==> config.mk <==
export PLATFORM = sky130hd
export DESIGN_NAME = uart_mem_arbiter
export DESIGN_NICKNAME = d
export VERILOG_FILES = /design/src/rtl/uart_mem_arbiter.sv
export SDC_FILE = /design/constraint.sdc
export NUM_CORES = 1
export LEC_CHECK = 0
export BUFFER_PORTS_ARGS = -buffer_cell sky130_fd_sc_hd__buf_2
export CAP_MARGIN = 20
export CORE_MARGIN = 2
export CORE_UTILIZATION = 53
export DETAILED_ROUTE_END_ITERATION = 8
export GPL_TIMING_DRIVEN = 0
export PLACE_DENSITY = 0.85
export SLEW_MARGIN = 20
export SYNTH_ARGS = -nofsm -noshare
export SYNTH_HDL_FRONTEND = slang
export SYNTH_SLANG_ARGS = --single-unit
==> constraint.sdc <==
create_clock -name clk50MHz -period 3.65 [get_ports clk50MHz]
set_input_delay 0.1825 -clock clk50MHz [delete_from_list [all_inputs] [get_ports clk50MHz]]
set_output_delay 0.1825 -clock clk50MHz [all_outputs]
set_load 0.005 [all_outputs]
==> src/rtl/uart_mem_arbiter.sv <==
// uart_mem_arbiter
// Shares one single-port memory between a UART command interface and a CPU.
// A UART request is a one-cycle pulse captured into a pending slot; the CPU
// holds a level request until granted. Ties are resolved round-robin.
//
// Ports
//   clk50MHz, reset_n          clock, asynchronous active-low reset
//   uart_req/we/addr/wdata     UART access pulse and fields
//   uart_rdata, uart_rvalid    UART read result and update pulse
//   uart_busy, uart_overrun    pending flag, sticky dropped-request flag
//   ovr_clr                    clears uart_overrun
//   cpu_req/we/addr/wdata      CPU access, held until cpu_gnt
//   cpu_gnt, cpu_rdata, cpu_rvalid  grant pulse, read result, update pulse
//   mem_en/we/addr/wdata       registered memory command
//   mem_rdata                  memory read data, one cycle after a read command
//
// State    | meaning
// ST_IDLE  | choose a requester and launch its memory command
// ST_ACCESS| memory command active (mem_en=1)
// ST_RESP  | read data on mem_rdata, capture it for the owner
module uart_mem_arbiter #(
  parameter int D_WIDTH = 32,
  parameter int A_WIDTH = 7
) (
  input  logic               clk50MHz,
  input  logic               reset_n,
  input  logic               uart_req,
  input  logic               uart_we,
  input  logic [A_WIDTH-1:0] uart_addr,
  input  logic [D_WIDTH-1:0] uart_wdata,
  output logic [D_WIDTH-1:0] uart_rdata,
  output logic               uart_rvalid,
  output logic               uart_busy,
  output logic               uart_overrun,
  input  logic               ovr_clr,
  input  logic               cpu_req,
  input  logic               cpu_we,
  input  logic [A_WIDTH-1:0] cpu_addr,
  input  logic [D_WIDTH-1:0] cpu_wdata,
  output logic               cpu_gnt,
  output logic [D_WIDTH-1:0] cpu_rdata,
  output logic               cpu_rvalid,
  output logic               mem_en,
  output logic               mem_we,
  output logic [A_WIDTH-1:0] mem_addr,
  output logic [D_WIDTH-1:0] mem_wdata,
  input  logic [D_WIDTH-1:0] mem_rdata
);

  typedef enum logic [1:0] {
    ST_IDLE   = 2'd0,
    ST_ACCESS = 2'd1,
    ST_RESP   = 2'd2
  } state_t;

  state_t             state_q, state_d;
  logic               last_uart_q, last_uart_d;   // 1: last grant went to UART
  logic               own_uart_q, own_uart_d;     // owner of the access in flight
  logic               busy_q, busy_d;             // doubles as pending-valid
  logic               pend_we_q, pend_we_d;
  logic [A_WIDTH-1:0] pend_addr_q, pend_addr_d;
  logic [D_WIDTH-1:0] pend_wdata_q, pend_wdata_d;
  logic               ovr_q, ovr_d;
  logic               mem_en_q, mem_en_d;
  logic               mem_we_q, mem_we_d;
  logic [A_WIDTH-1:0] mem_addr_q, mem_addr_d;
  logic [D_WIDTH-1:0] mem_wdata_q, mem_wdata_d;
  logic               cpu_gnt_q, cpu_gnt_d;
  logic [D_WIDTH-1:0] cpu_rdata_q, cpu_rdata_d;
  logic               cpu_rvalid_q, cpu_rvalid_d;
  logic [D_WIDTH-1:0] uart_rdata_q, uart_rdata_d;
  logic               uart_rvalid_q, uart_rvalid_d;
  logic               grant_uart;

  always_comb begin
    state_d       = state_q;
    last_uart_d   = last_uart_q;
    own_uart_d    = own_uart_q;
    busy_d        = busy_q;
    pend_we_d     = pend_we_q;
    pend_addr_d   = pend_addr_q;
    pend_wdata_d  = pend_wdata_q;
    ovr_d         = ovr_q;
    mem_en_d      = 1'b0;
    mem_we_d      = mem_we_q;
    mem_addr_d    = mem_addr_q;
    mem_wdata_d   = mem_wdata_q;
    cpu_gnt_d     = 1'b0;
    cpu_rdata_d   = cpu_rdata_q;
    cpu_rvalid_d  = 1'b0;
    uart_rdata_d  = uart_rdata_q;
    uart_rvalid_d = 1'b0;
    grant_uart    = 1'b0;

    // A pulse arriving while the slot is occupied is lost, including the
    // cycle the slot is being released.
    if (uart_req && !busy_q) begin
      busy_d       = 1'b1;
      pend_we_d    = uart_we;
      pend_addr_d  = uart_addr;
      pend_wdata_d = uart_wdata;
    end

    // Set is evaluated last so it wins over a simultaneous clear.
    if (ovr_clr) ovr_d = 1'b0;
    if (uart_req && busy_q) ovr_d = 1'b1;

    case (state_q)
      ST_IDLE: begin
        grant_uart = busy_q && (!cpu_req || !last_uart_q);
        if (grant_uart) begin
          state_d     = ST_ACCESS;
          own_uart_d  = 1'b1;
          last_uart_d = 1'b1;
          mem_en_d    = 1'b1;
          mem_we_d    = pend_we_q;
          mem_addr_d  = pend_addr_q;
          mem_wdata_d = pend_wdata_q;
        end else if (cpu_req) begin
          state_d     = ST_ACCESS;
          own_uart_d  = 1'b0;
          last_uart_d = 1'b0;
          mem_en_d    = 1'b1;
          mem_we_d    = cpu_we;
          mem_addr_d  = cpu_addr;
          mem_wdata_d = cpu_wdata;
          cpu_gnt_d   = 1'b1;
        end
      end
      ST_ACCESS: begin
        if (mem_we_q) begin
          state_d = ST_IDLE;
          if (own_uart_q) busy_d = 1'b0;
        end else begin
          state_d = ST_RESP;
        end
      end
      ST_RESP: begin
        state_d = ST_IDLE;
        if (own_uart_q) begin
          uart_rdata_d  = mem_rdata;
          uart_rvalid_d = 1'b1;
          busy_d        = 1'b0;
        end else begin
          cpu_rdata_d  = mem_rdata;
          cpu_rvalid_d = 1'b1;
        end
      end
      default: state_d = ST_IDLE;
    endcase
  end

  always_ff @(posedge clk50MHz or negedge reset_n) begin
    if (!reset_n) begin
      state_q       <= ST_IDLE;
      last_uart_q   <= 1'b0;
      own_uart_q    <= 1'b0;
      busy_q        <= 1'b0;
      pend_we_q     <= 1'b0;
      pend_addr_q   <= '0;
      pend_wdata_q  <= '0;
      ovr_q         <= 1'b0;
      mem_en_q      <= 1'b0;
      mem_we_q      <= 1'b0;
      mem_addr_q    <= '0;
      mem_wdata_q   <= '0;
      cpu_gnt_q     <= 1'b0;
      cpu_rdata_q   <= '0;
      cpu_rvalid_q  <= 1'b0;
      uart_rdata_q  <= '0;
      uart_rvalid_q <= 1'b0;
    end else begin
      state_q       <= state_d;
      last_uart_q   <= last_uart_d;
      own_uart_q    <= own_uart_d;
      busy_q        <= busy_d;
      pend_we_q     <= pend_we_d;
      pend_addr_q   <= pend_addr_d;
      pend_wdata_q  <= pend_wdata_d;
      ovr_q         <= ovr_d;
      mem_en_q      <= mem_en_d;
      mem_we_q      <= mem_we_d;
      mem_addr_q    <= mem_addr_d;
      mem_wdata_q   <= mem_wdata_d;
      cpu_gnt_q     <= cpu_gnt_d;
      cpu_rdata_q   <= cpu_rdata_d;
      cpu_rvalid_q  <= cpu_rvalid_d;
      uart_rdata_q  <= uart_rdata_d;
      uart_rvalid_q <= uart_rvalid_d;
    end
  end

  assign uart_rdata   = uart_rdata_q;
  assign uart_rvalid  = uart_rvalid_q;
  assign uart_busy    = busy_q;
  assign uart_overrun = ovr_q;
  assign cpu_gnt      = cpu_gnt_q;
  assign cpu_rdata    = cpu_rdata_q;
  assign cpu_rvalid   = cpu_rvalid_q;
  assign mem_en       = mem_en_q;
  assign mem_we       = mem_we_q;
  assign mem_addr     = mem_addr_q;
  assign mem_wdata    = mem_wdata_q;

endmodule

# Word-level counts from Yosys, hierarchy flattened
# Cells that the tools add are included.
# W data, S select, Z words.
dict set report word_totals {
  regBits 153
  elab_cells 60
}
dict set report classes {
  n_eq_ne 3
  mux 27
  bitwise 1
  n_reduce_logical 13
}
# op count
set ops {}
lappend ops {{$mux W32} 2}
lappend ops {{$mux W1} 18}
lappend ops {{$mux W7} 2}
lappend ops {{$mux W2} 3}
lappend ops {{$reduce_and A2 Y1} 3}
lappend ops {{$pmux W2 S2} 1}
lappend ops {{$reduce_bool A2 Y1} 2}
lappend ops {{$logic_and A1 B1 Y1} 3}
lappend ops {{$logic_not A1 Y1} 3}
lappend ops {{$ne A3 B3 Y1 const B} 1}
lappend ops {{$eq A2 B1 Y1 const B} 1}
lappend ops {{$eq A2 B2 Y1 const B} 1}
lappend ops {{$logic_not A2 Y1} 1}
lappend ops {{$pmux W1 S2} 1}
lappend ops {{$logic_or A1 B1 Y1} 1}
lappend ops {{$not A1 Y1} 1}

# Logic depth before layout (Yosys ltp)
dict set report logic_depth {
  depth_word 6
  depth_mapped 7
  mapped_depth_nobuf 5
}

# Worst setup path after synthesis
# OpenSTA, ideal clock, no wires.
dict set report synth_path {
  kind {flip-flop to flip-flop}
  from {register state_q[0]}
  to {register cpu_rdata_q[10], in the netlist cpu_rdata[10]}
  setup_time_ns 0.125
  arrival_time_ns 1.325
  required_time_ns 3.525
  setup_slack_ns 2.200
  path_stages_with_launch 7
  n_path_buf 2
  cell_sequence {dfrtp_1 inv_1 ha_1 nor2b_1 buf_4 buf_6 mux2_2}
}
dict set report synth_via {
  elab_chain_len 2
}
# item line
set synth_lines {}
lappend synth_lines {{start, declared} 56} ;# state_t state_q, state_d;
lappend synth_lines {{start signal, assigned} 173} ;# state_q <= state_d;
lappend synth_lines {{$eq A2 B2 Y1} 108} ;# case (state_q)
lappend synth_lines {{$reduce_and A2 Y1 (no line)} n/a}
lappend synth_lines {{end signal, assigned} 186} ;# cpu_rdata_q <= cpu_rdata_d;
lappend synth_lines {{end, declared} 69} ;# logic [D_WIDTH-1:0] cpu_rdata_q, cpu_rdata_d;
# No other way between the ends.
# A chain may end at the register's enable or synchronous reset.

# Worst setup path after layout
dict set report layout_path {
  from {register state_q[0]}
  to {register uart_rdata_q[20], in the netlist uart_rdata[20]}
}
dict set report layout_via {
  elab_chain_len 2
}
# item line
set layout_lines {}
lappend layout_lines {{$eq A2 B2 Y1} 108}
lappend layout_lines {{$reduce_and A2 Y1 (no line)} n/a}
lappend layout_lines {{end signal, assigned} 188} ;# uart_rdata_q <= uart_rdata_d;
lappend layout_lines {{end, declared} 71} ;# logic [D_WIDTH-1:0] uart_rdata_q, uart_rdata_d;
# No other way between the ends.

==> results.rst <==
.. list-table::
   :header-rows: 1

   * - Metric
     - Value
   * - Post-route fraction of the period consumed by the critical path
     - 46.3%
   * - Top cells by area in the synthesized netlist
     - dfrtp_1, mux2_2, nand2_1
   * - Vias after detailed routing
     - 4,988
   * - Routability congestion estimate
     - 0.877
   * - Die height
     - 111 µm
   * - Longest Clk Path Bufs
     - 2
   * - Sinks on the clock net
     - 153
   * - Via count of the first global-routing pass
     - 5,439
   * - Final core occ
     - 76.0%
   * - Total of cells resized after clock tree synthesis
     - 0
   * - Crit. Startpoint
     - state_q[0]
   * - Maximum clock rate
     - 592 MHz
   * - Overall routed net length
     - 16,800 µm
   * - Proportion of power drawn by the clock network
     - 24.0%
   * - Total number of nets in the final design
     - 893
   * - Cell area after technology mapping
     - 0.00609 mm²
   * - First-pass GRT wire length
     - 27,000 µm
   * - Hold Path Cell Cnt
     - 2
   * - Max-slew violations
     - 0
   * - Number of antenna repair diodes
     - 0
   * - Worst Tran Pin Value
     - 0.471 ns
   * - Status
     - complete, no violations
   * - Average wire per cell in the routed design
     - 18.2 µm
   * - Maximum number of pins on one net before global-route repair
     - 93
   * - Iteration-0 DRC count of the detailed router
     - 289
   * - Cell Int Power
     - 0.00532 W
   * - Number of antenna violations at the first check in global routing
     - 0
   * - Cell depth of the worst flop-to-flop path
     - 5
   * - Average cell area after synthesis
     - 12.8 µm²
   * - Startpoint of the lowest-slack hold path
     - uart_wdata[30]
   * - Number of setup buffers added after CTS
     - 0
   * - Half-perimeter wire length of the detailed placement result
     - 10,800 µm
   * - Category of the worst setup path launch point
     - flop
   * - Share of the synthesized area in the top cell type
     - 62.9%
   * - Critical path's slowest cell
     - mux2_2
   * - Post-cts hold buffer count
     - 52
   * - Sequence of cells on the critical path
     - inv_1 -> ha_1 -> nand2_1 -> buf_2 -> mux2_2
   * - Number of clock buffers inserted by TritonCTS
     - 17
   * - Sequential fraction of design power
     - 38.7%
   * - Worst slew margin relative to its limit
     - 68.6%
   * - # port buffers
     - 226
   * - Reg2Reg Setup Slack
     - 1.96 ns
   * - DRC violation count after routing
     - 0
   * - Delay of the slowest critical-path stage
     - 0.39 ns
   * - Worst hold path endpoint
     - pend_wdata_q[30]
   * - Lkg Pwr
     - 4.17 nW
   * - Total of max-cap violations
     - 0
   * - R2r endpoint
     - uart_rdata[20]
   * - Overall die area
     - 0.0124 mm²
   * - Synthesized Nets
     - 595
   * - Post-route setup TNS
     - 0 ns
   * - Routed via count divided by cell count
     - 5.38
   * - Clk pin slew, worst setup/hold paths
     - 0.06 ns
   * - Data arrival time of the critical path
     - 1.99 ns
   * - Share of the yosys chip area belonging to registers
     - 62.9%
   * - H-tree levels
     - 4
   * - Die Span X
     - 111 µm
   * - Cell type with the highest aggregate area in the netlist
     - dfrtp_1
   * - Combined global-route utilization of all metal layers
     - 28.0%
   * - Worst slack, placed
     - 1.99 ns
   * - Class of the most critical hold timing path
     - in2reg
   * - Post-synthesis sequential element count
     - 153
   * - Unrepaired setup endpoints after global routing
     - no
   * - Post-layout minimum cycle time
     - 1.69 ns
   * - TritonCTS clock tree
     - yes
   * - Total setup violations reported at the end of the flow
     - 0
   * - Ports
     - 227
   * - Detailed-router iteration count before antenna repair
     - 6
   * - Kind of end point of the critical path
     - flop
   * - Worst R2R Start
     - state_q[0]
   * - Clock latency of the later-clocked register in the worst-skew pair
     - 0.42 ns
   * - Placement-stage cell area
     - 0.00744 mm²
   * - Largest fanout on the critical path
     - 10
   * - Area growth from synthesis to layout
     - 41.3%
   * - Most common library cell in the layout ignoring fill and taps
     - buf_2
   * - Most frequent cells in the layout
     - buf_2, dfrtp_1, mux2_2
   * - Post-Place Cells
     - 845
   * - Power density cells
     - 918 mW/mm²
   * - Net switching power
     - 0.00258 W
   * - Fill count
     - 691
   * - Required @ worst endpoint
     - 3.95 ns
   * - Remaining Overflow, GRT
     - 0
   * - Distinct cell type count after synthesis
     - 19
   * - Peak supply drop
     - 600 µV
   * - Combinational share of power
     - 37.2%
   * - Summed area of non-filler cells in the final layout
     - 0.00860 mm²
   * - Starting Density
     - 53.8%
   * - Yosys warning total
     - 0
   * - Post-Synthesis Cells
     - 475
   * - Count of placed standard cells in the final layout, fillers left out
     - 927
   * - Number of cell rows
     - 39
   * - Kind of critical path
     - reg2reg
   * - Remaining antenna violation count after routing
     - 0
   * - Post-route setup slack
     - 1.96 ns
   * - Number of failing hold endpoints at the final stage
     - 0
   * - Clk root buf
     - clkbuf_16
   * - Switching part of the total power
     - 32.7%
   * - Largest clock skew in the final design
     - 0.00589 ns
   * - Share of cells above drive strength 1
     - 50.0%
   * - Core region area
     - 0.0113 mm²
[critical path, delay by kind of cell (launching register included)]
family | cells | cell delay, ns
fa+ha+maj | 1 | 0.20
buf+inv | 2 | 0.40
flops | 1 | 0.38
mux | 1 | 0.39
simple gates | 1 | 0.21
[registers in the layout, summed over array words and instances (netlist names)]
signal	count
state_q	2
cpu_gnt	1
pend_we_q	1
uart_overrun	1
mem_en	1
own_uart_q	1
uart_busy	1
pend_addr_q	7
mem_we	1
cpu_rdata	32
cpu_rvalid	1
uart_rdata	32
pend_wdata_q	32
mem_wdata	32
uart_rvalid	1
mem_addr	7
[worst max path at each step]
| stage | to | slack (ns) | cells past startpoint |
|---|---|---|---|
| 6_report | uart_rdata[20] | 1.96 | 5 |
| 5_1_grt | mem_wdata[22] | 1.88 | 7 |
| 4_1_cts | uart_rdata[23] | 1.97 | 5 |
| 3_5_place_dp | uart_rdata[23] | 1.99 | 5 |
| 3_3_place_gp | pend_wdata_q[1] | 0.36 | 1 |
| 2_1_floorplan | cpu_rdata[10] | 2.20 | 6 |
[layer usage]
| layer | GRT usage (%) | vias to the layer above | share of wire [%] |
|---|---|---|---|
| li1 | - | 2216 | - |
| met1 | 30.8 | 2435 | 36 |
| met2 | 49.0 | 271 | 52 |
| met3 | 8.75 | 66 | 8.4 |
| met4 | 13.7 | 0 | 3.9 |
| met5 | 0 | - | 0 |
[cell usage after synthesis (all sizes together)]
library cell / number
nor3b: 1
nand2: 87
o21ai: 4
a21boi: 1
inv: 4
ha: 3
a21o: 1
o21a: 1
mux2: 104
a21oi: 1
buf: 29
nor2b: 2
nor2: 42
dfrtp: 153
a21bo: 1
a31oi: 40
nand2b: 1
[cell families (layout without fill, tap and decap cells)]
family,count (synthesis),in the layout,share of synthesized area [%]
DFF,153,153,62.9
and+or+nand+nor,133,133,8.38
muxes,104,104,19.2
AOI/OAI and AO/OA,49,49,5.24
buffers and inverters,33,342,3.64
adders and majority gates,3,3,0.617
[through the flow]
step	hold slack, ns	power (W)
CTS	0.000173	0.00786
floorplan	-0.113	0.00468
finish	0.0143	0.00790
detailed placement	0.148	0.00590
global placement	0.374	0.00570
global route	0.00443	0.00837
[final cells by class]
cell class	count	area, µm²	area share [%]
Buffer	29	206	2.40
Clock inverter	7	138	1.60
Sequential cell	153	3830	44.5
Tap cell	143	179	2.08
Clock buffer	23	508	5.91
Inverter	4	15.0	0.175
Timing Repair Buffer	279	1690	19.6
Multi-Input combinational cell	289	2040	23.7
[power groups by stage]
stage,clock (W),sequential (W),combinational [W]
6_report,0.00190,0.00306,0.00294
5_1_grt,0.00200,0.00315,0.00322
4_1_cts,0.00192,0.00304,0.00290
3_5_place_dp,0,0.00305,0.00285
3_3_place_gp,0,0.00299,0.00272
2_1_floorplan,0,0.00303,0.00165
No activity file was read; power rests on OpenSTA's default activity.
